--- src/rtl/ctrl_mem_load.sv ---
// ctrl_mem_load: fills the X/F memories from AXI-stream and hands the address counters to the output controller.
// Optional build macro F_PERSIST_EN keeps the filter loaded across rounds.
`default_nettype none

module ctrl_mem_load #(
  parameter int DATA_W           = 8,
  parameter int X_MEM_SIZE       = 8,
  parameter int F_MEM_SIZE       = 4,
  parameter int X_MEM_ADDR_WIDTH = 3,
  parameter int F_MEM_ADDR_WIDTH = 2
) (
  input  logic                        clk,
  input  logic                        reset,
  input  logic [DATA_W-1:0]           s_data_in_x,
  input  logic                        s_valid_x,
  output logic                        s_ready_x,
  input  logic [DATA_W-1:0]           s_data_in_f,
  input  logic                        s_valid_f,
  output logic                        s_ready_f,
  input  logic                        load_xaddr,
  input  logic [X_MEM_ADDR_WIDTH-1:0] load_xaddr_val,
  input  logic                        en_xaddr_incr,
  input  logic                        load_faddr,
  input  logic                        en_faddr_incr,
  input  logic                        conv_done,
  output logic [X_MEM_ADDR_WIDTH-1:0] xmem_addr,
  output logic                        xmem_wr_en,
  output logic [DATA_W-1:0]           xmem_wr_data,
  output logic [F_MEM_ADDR_WIDTH-1:0] fmem_addr,
  output logic                        fmem_wr_en,
  output logic [DATA_W-1:0]           fmem_wr_data,
  output logic                        conv_start
);

  typedef enum logic [0:0] {
    LOAD = 1'b0,
    CONV = 1'b1
  } state_t;

  // Wrap points compared explicitly so non-power-of-two depths work.
  localparam logic [X_MEM_ADDR_WIDTH-1:0] X_LAST = X_MEM_ADDR_WIDTH'(X_MEM_SIZE - 1);
  localparam logic [F_MEM_ADDR_WIDTH-1:0] F_LAST = F_MEM_ADDR_WIDTH'(F_MEM_SIZE - 1);

  state_t state;
  logic   x_full;
  logic   f_full;

  assign s_ready_x    = (state == LOAD) && !x_full;
  assign s_ready_f    = (state == LOAD) && !f_full;
  assign xmem_wr_en   = s_valid_x && s_ready_x;
  assign fmem_wr_en   = s_valid_f && s_ready_f;
  assign xmem_wr_data = s_data_in_x;
  assign fmem_wr_data = s_data_in_f;

  always_ff @(posedge clk) begin
    if (!reset) begin
      state      <= LOAD;
      xmem_addr  <= '0;
      fmem_addr  <= '0;
      x_full     <= 1'b0;
      f_full     <= 1'b0;
      conv_start <= 1'b0;
    end else begin
      case (state)
        LOAD: begin
          if (xmem_wr_en) begin
            if (xmem_addr == X_LAST) begin
              x_full    <= 1'b1;
              xmem_addr <= '0;
            end else begin
              xmem_addr <= xmem_addr + 1'b1;
            end
          end
          if (fmem_wr_en) begin
            if (fmem_addr == F_LAST) begin
              f_full    <= 1'b1;
              fmem_addr <= '0;
            end else begin
              fmem_addr <= fmem_addr + 1'b1;
            end
          end
          // Writes are impossible once both are full, so the counters are already 0 here.
          if (x_full && f_full) begin
            state      <= CONV;
            conv_start <= 1'b1;
          end
        end
        CONV: begin
          if (conv_done) begin
            state      <= LOAD;
            conv_start <= 1'b0;
            x_full     <= 1'b0;
`ifndef F_PERSIST_EN
            f_full     <= 1'b0;
`endif
            xmem_addr  <= '0;
            fmem_addr  <= '0;
          end else begin
            if (load_xaddr) begin
              xmem_addr <= load_xaddr_val;
            end else if (en_xaddr_incr) begin
              xmem_addr <= (xmem_addr == X_LAST) ? '0 : xmem_addr + 1'b1;
            end
            if (load_faddr) begin
              fmem_addr <= '0;
            end else if (en_faddr_incr) begin
              fmem_addr <= (fmem_addr == F_LAST) ? '0 : fmem_addr + 1'b1;
            end
          end
        end
        default: state <= LOAD;
      endcase
    end
  end

endmodule

`default_nettype wire

--- config.mk ---
export PLATFORM = sky130hd
export DESIGN_NAME = ctrl_mem_load
export DESIGN_NICKNAME = d
export VERILOG_FILES = /design/src/rtl/ctrl_mem_load.sv
export SDC_FILE = /design/constraint.sdc
export NUM_CORES = 1
export LEC_CHECK = 0
export BUFFER_PORTS_ARGS = -buffer_cell sky130_fd_sc_hd__buf_2
export CAP_MARGIN = 10
export CORE_UTILIZATION = 37
export CTS_CLUSTER_SIZE = 8
export DETAILED_ROUTE_END_ITERATION = 8
export PLACE_DENSITY_LB_ADDON = 0.05
export SYNTH_ARGS = -nofsm -noshare
export SYNTH_HDL_FRONTEND = slang
export SYNTH_SLANG_ARGS = --single-unit
--- constraint.sdc ---
create_clock -name clk -period 1.4 [get_ports clk]
set_clock_uncertainty 0.05 [all_clocks]
set_input_delay 0.28 -clock clk [delete_from_list [all_inputs] [get_ports clk]]
set_output_delay 0.28 -clock clk [all_outputs]
set_load 0.05 [all_outputs]
==> results.json <==
{
  "status": "finished, violations left",
  "violations": "design-rule violations, negative setup slack",
  "nFillCells": 163,
  "min_from": "load_xaddr_val[2]",
  "yosysUniqueCellTypes": 25,
  "gp_congestion": 0.7690,
  "drv_cap": 0,
  "start_util_pct": 40.85,
  "max_freq_ghz": 0.6461,
  "final_core_util_pct": 50.00,
  "clk_latency_ps": 250,
  "required_ps": 1070,
  "ys_warn_count": 0,
  "avgRoutedWirePerCell_um": 12.50,
  "hold_viol_final": 0,
  "reg2reg_slack_ps": 70,
  "drt_wl_total_mm": 1.362,
  "multi_input_area_um2": 335.3,
  "crit_fanout": 2,
  "grt_pass1_vias": 534,
  "path_class": "flop to output pin",
  "dp_hpwl_um": 993.4,
  "whs_path_depth": 3,
  "die_area_mm2": 0.001891,
  "holdWs_ps": 300.3,
  "post_dp_cell_area_um2": 683.2,
  "cellLeakagePower_nw": 0.3461,
  "first_iter_violations": 13,
  "ys_seq_area_share_pct": 28.29,
  "syn-cell-area_um2": 636.9,
  "fp.coreArea_mm2": 0.001559,
  "timing.rr.end": "xmem_addr[1]",
  "htreeDepth": 1,
  "grt-ovfl-total": 0,
  "grt_antenna_before_repair": 0,
  "relSlewSlack_pct": 79.21,
  "clk_path_buf_depth": 2,
  "cts_buffers": 3,
  "clk_pin_slew_ps": 60,
  "r2r_cells": 5,
  "cts_tree": "built",
  "crit-reg2reg-launch": "state",
  "syn_inst": 77,
  "min_to": "xmem_addr[2]",
  "fp.dieW_um": 43.49,
  "final_common_cell": "buf_2",
  "final_cell_area_um2": 779.5,
  "syn-num-nets": 108,
  "io_buffers": 21,
  "final_cells": 109,
  "regArea_um2": 181.4,
  "period_share_pct": 110.6,
  "cts.sinks": 9,
  "fin_ws_ps": -147.7,
  "grt_max_degree": 10,
  "io_pins": 54,
  "power_density_mw_per_mm2": 849.5,
  "finalMaxSlewViolations": 0,
  "cp-start-kind": "flop",
  "setup_violations": 2,
  "die_h_um": 43.49,
  "placed_cells": 102,
  "cts-root-buf": "clkbuf_4",
  "min_path_type": "input port to flop",
  "ys_ff_latch": 9,
  "nets": 125,
  "fin_crit_ps": 1548,
  "grt_usage_pct": 15.96,
  "via_per_inst": 5.303,
  "syn_to_final_growth_pct": 22.40,
  "final_cell_mix": "17 x buf_2, 10 x buf_4, 8 x dfxtp_1",
  "rows": 14,
  "cp-end-kind": "output pin",
  "peakVddDrop_v": 0.0005565,
  "antenna_cells": 0,
  "rsz0062_at_grt": "yes",
  "dr.pass1.iters": 6,
  "avgSynthCellArea_um2": 8.271,
  "worstMarginPinSlew_ps": 309.9,
  "grt_pass1_wl_mm": 2.235,
  "ant_nets": 0,
  "drive_above_1_share_pct": 45.16,
  "drc": 6,
  "p_total_mw": 0.6622,
  "cp_data_arrival_time_ps": 1220,
  "via_count": 578
}
==> critical path, cell delays in order, from the launching register on <==
cell	delay (ps)
dfxtp_1	310
or3b_4	410
clkinvlp_4	100
buf_8	140
==> repair_timing <==
action	4_1_cts	5_1_grt
setup endpoints to repair	4	6
cloned	0	0
gates resized for setup	8	6
pin swaps	1	0
hold buffers	0	0
setup buffers	3	0
==> synthesized netlist by cell type <==
cell type / count / area [um^2]
ha_1: 3 / 37.54
or3b_1: 1 / 8.760
o211ai_1: 2 / 15.01
buf_4: 16 / 120.1
buf_2: 2 / 10.01
buf_6: 1 / 11.26
o31a_1: 2 / 17.52
a311oi_1: 3 / 26.28
nand2_1: 6 / 22.52
nand4b_1: 2 / 17.52
inv_1: 1 / 3.750
nand3_1: 3 / 15.01
dfxtp_1: 9 / 180.2
or2_4: 1 / 8.760
nand3b_1: 1 / 7.510
o31ai_1: 1 / 7.510
nor3b_2: 1 / 12.51
a21o_1: 1 / 7.510
nor3_1: 3 / 15.01
nand2b_1: 3 / 18.77
a2bb2oi_1: 2 / 17.52
nor2_1: 6 / 22.52
o21ai_0: 2 / 10.01
clkinv_1: 1 / 3.750
a21oi_1: 4 / 20.02
==> sequential cells by signal, indices dropped and copies added (netlist names) <==
signal and count:
state 1, conv_start 1, xmem_addr 3, x_full 1, fmem_addr 2, f_full 1
==> per-layer routing <==
layer | vias to the layer above | wire length, um | track usage, %
met4 | 0 | 25 | 9.375
li1 | 289 | - | -
met2 | 22 | 634 | 23.94
met1 | 259 | 630 | 19.85
met3 | 8 | 72 | 5.417
met5 | - | 0 | 0
==> cell families (layout without fill, tap and decap cells) <==
kind of cell | Yosys count | count (layout) | share of synthesized area (%)
and+or+nand+nor | 27 | 27 | 23.38
DFF | 9 | 9 | 28.29
buffers and inverters | 21 | 37 | 23.38
AOI/OAI and AO/OA | 17 | 17 | 19.06
adders and majority gates | 3 | 3 | 5.895
==> power by group <==
part           internal [mW]  total, mW  switching, mW
sequential             0.269      0.280         0.0109
combinational         0.0712      0.181          0.110
clock                  0.110      0.202         0.0918
==> worst max-delay path by stage <==
stage	cells after the start	start	end	slack, ps
floorplan	3	state	s_ready_f	-150
global placement	4	s_valid_f	fmem_wr_en	-50
detailed placement	4	s_valid_f	fmem_wr_en	-60
CTS	3	f_full	fmem_wr_en	-150
global route	3	f_full	fmem_wr_en	-200
finish	3	f_full	fmem_wr_en	-150
==> area by class of cell <==
type	count	share of cell area, %
repair buffers	31	26.32
inverters	2	1.445
multi-input cells	47	43.02
clock buffers	4	3.371
flip-flops and latches	9	23.27
well taps	16	2.568
==> through the flow <==
step           setup TNS, ps  worst slack, ps
6_report              -162.4           -147.7
5_1_grt               -270.9           -200.8
4_1_cts               -184.8           -152.6
3_5_place_dp          -63.59           -63.59
3_3_place_gp          -48.05           -48.05
2_1_floorplan         -527.6           -151.5
No activity file was read; power rests on OpenSTA's default activity.
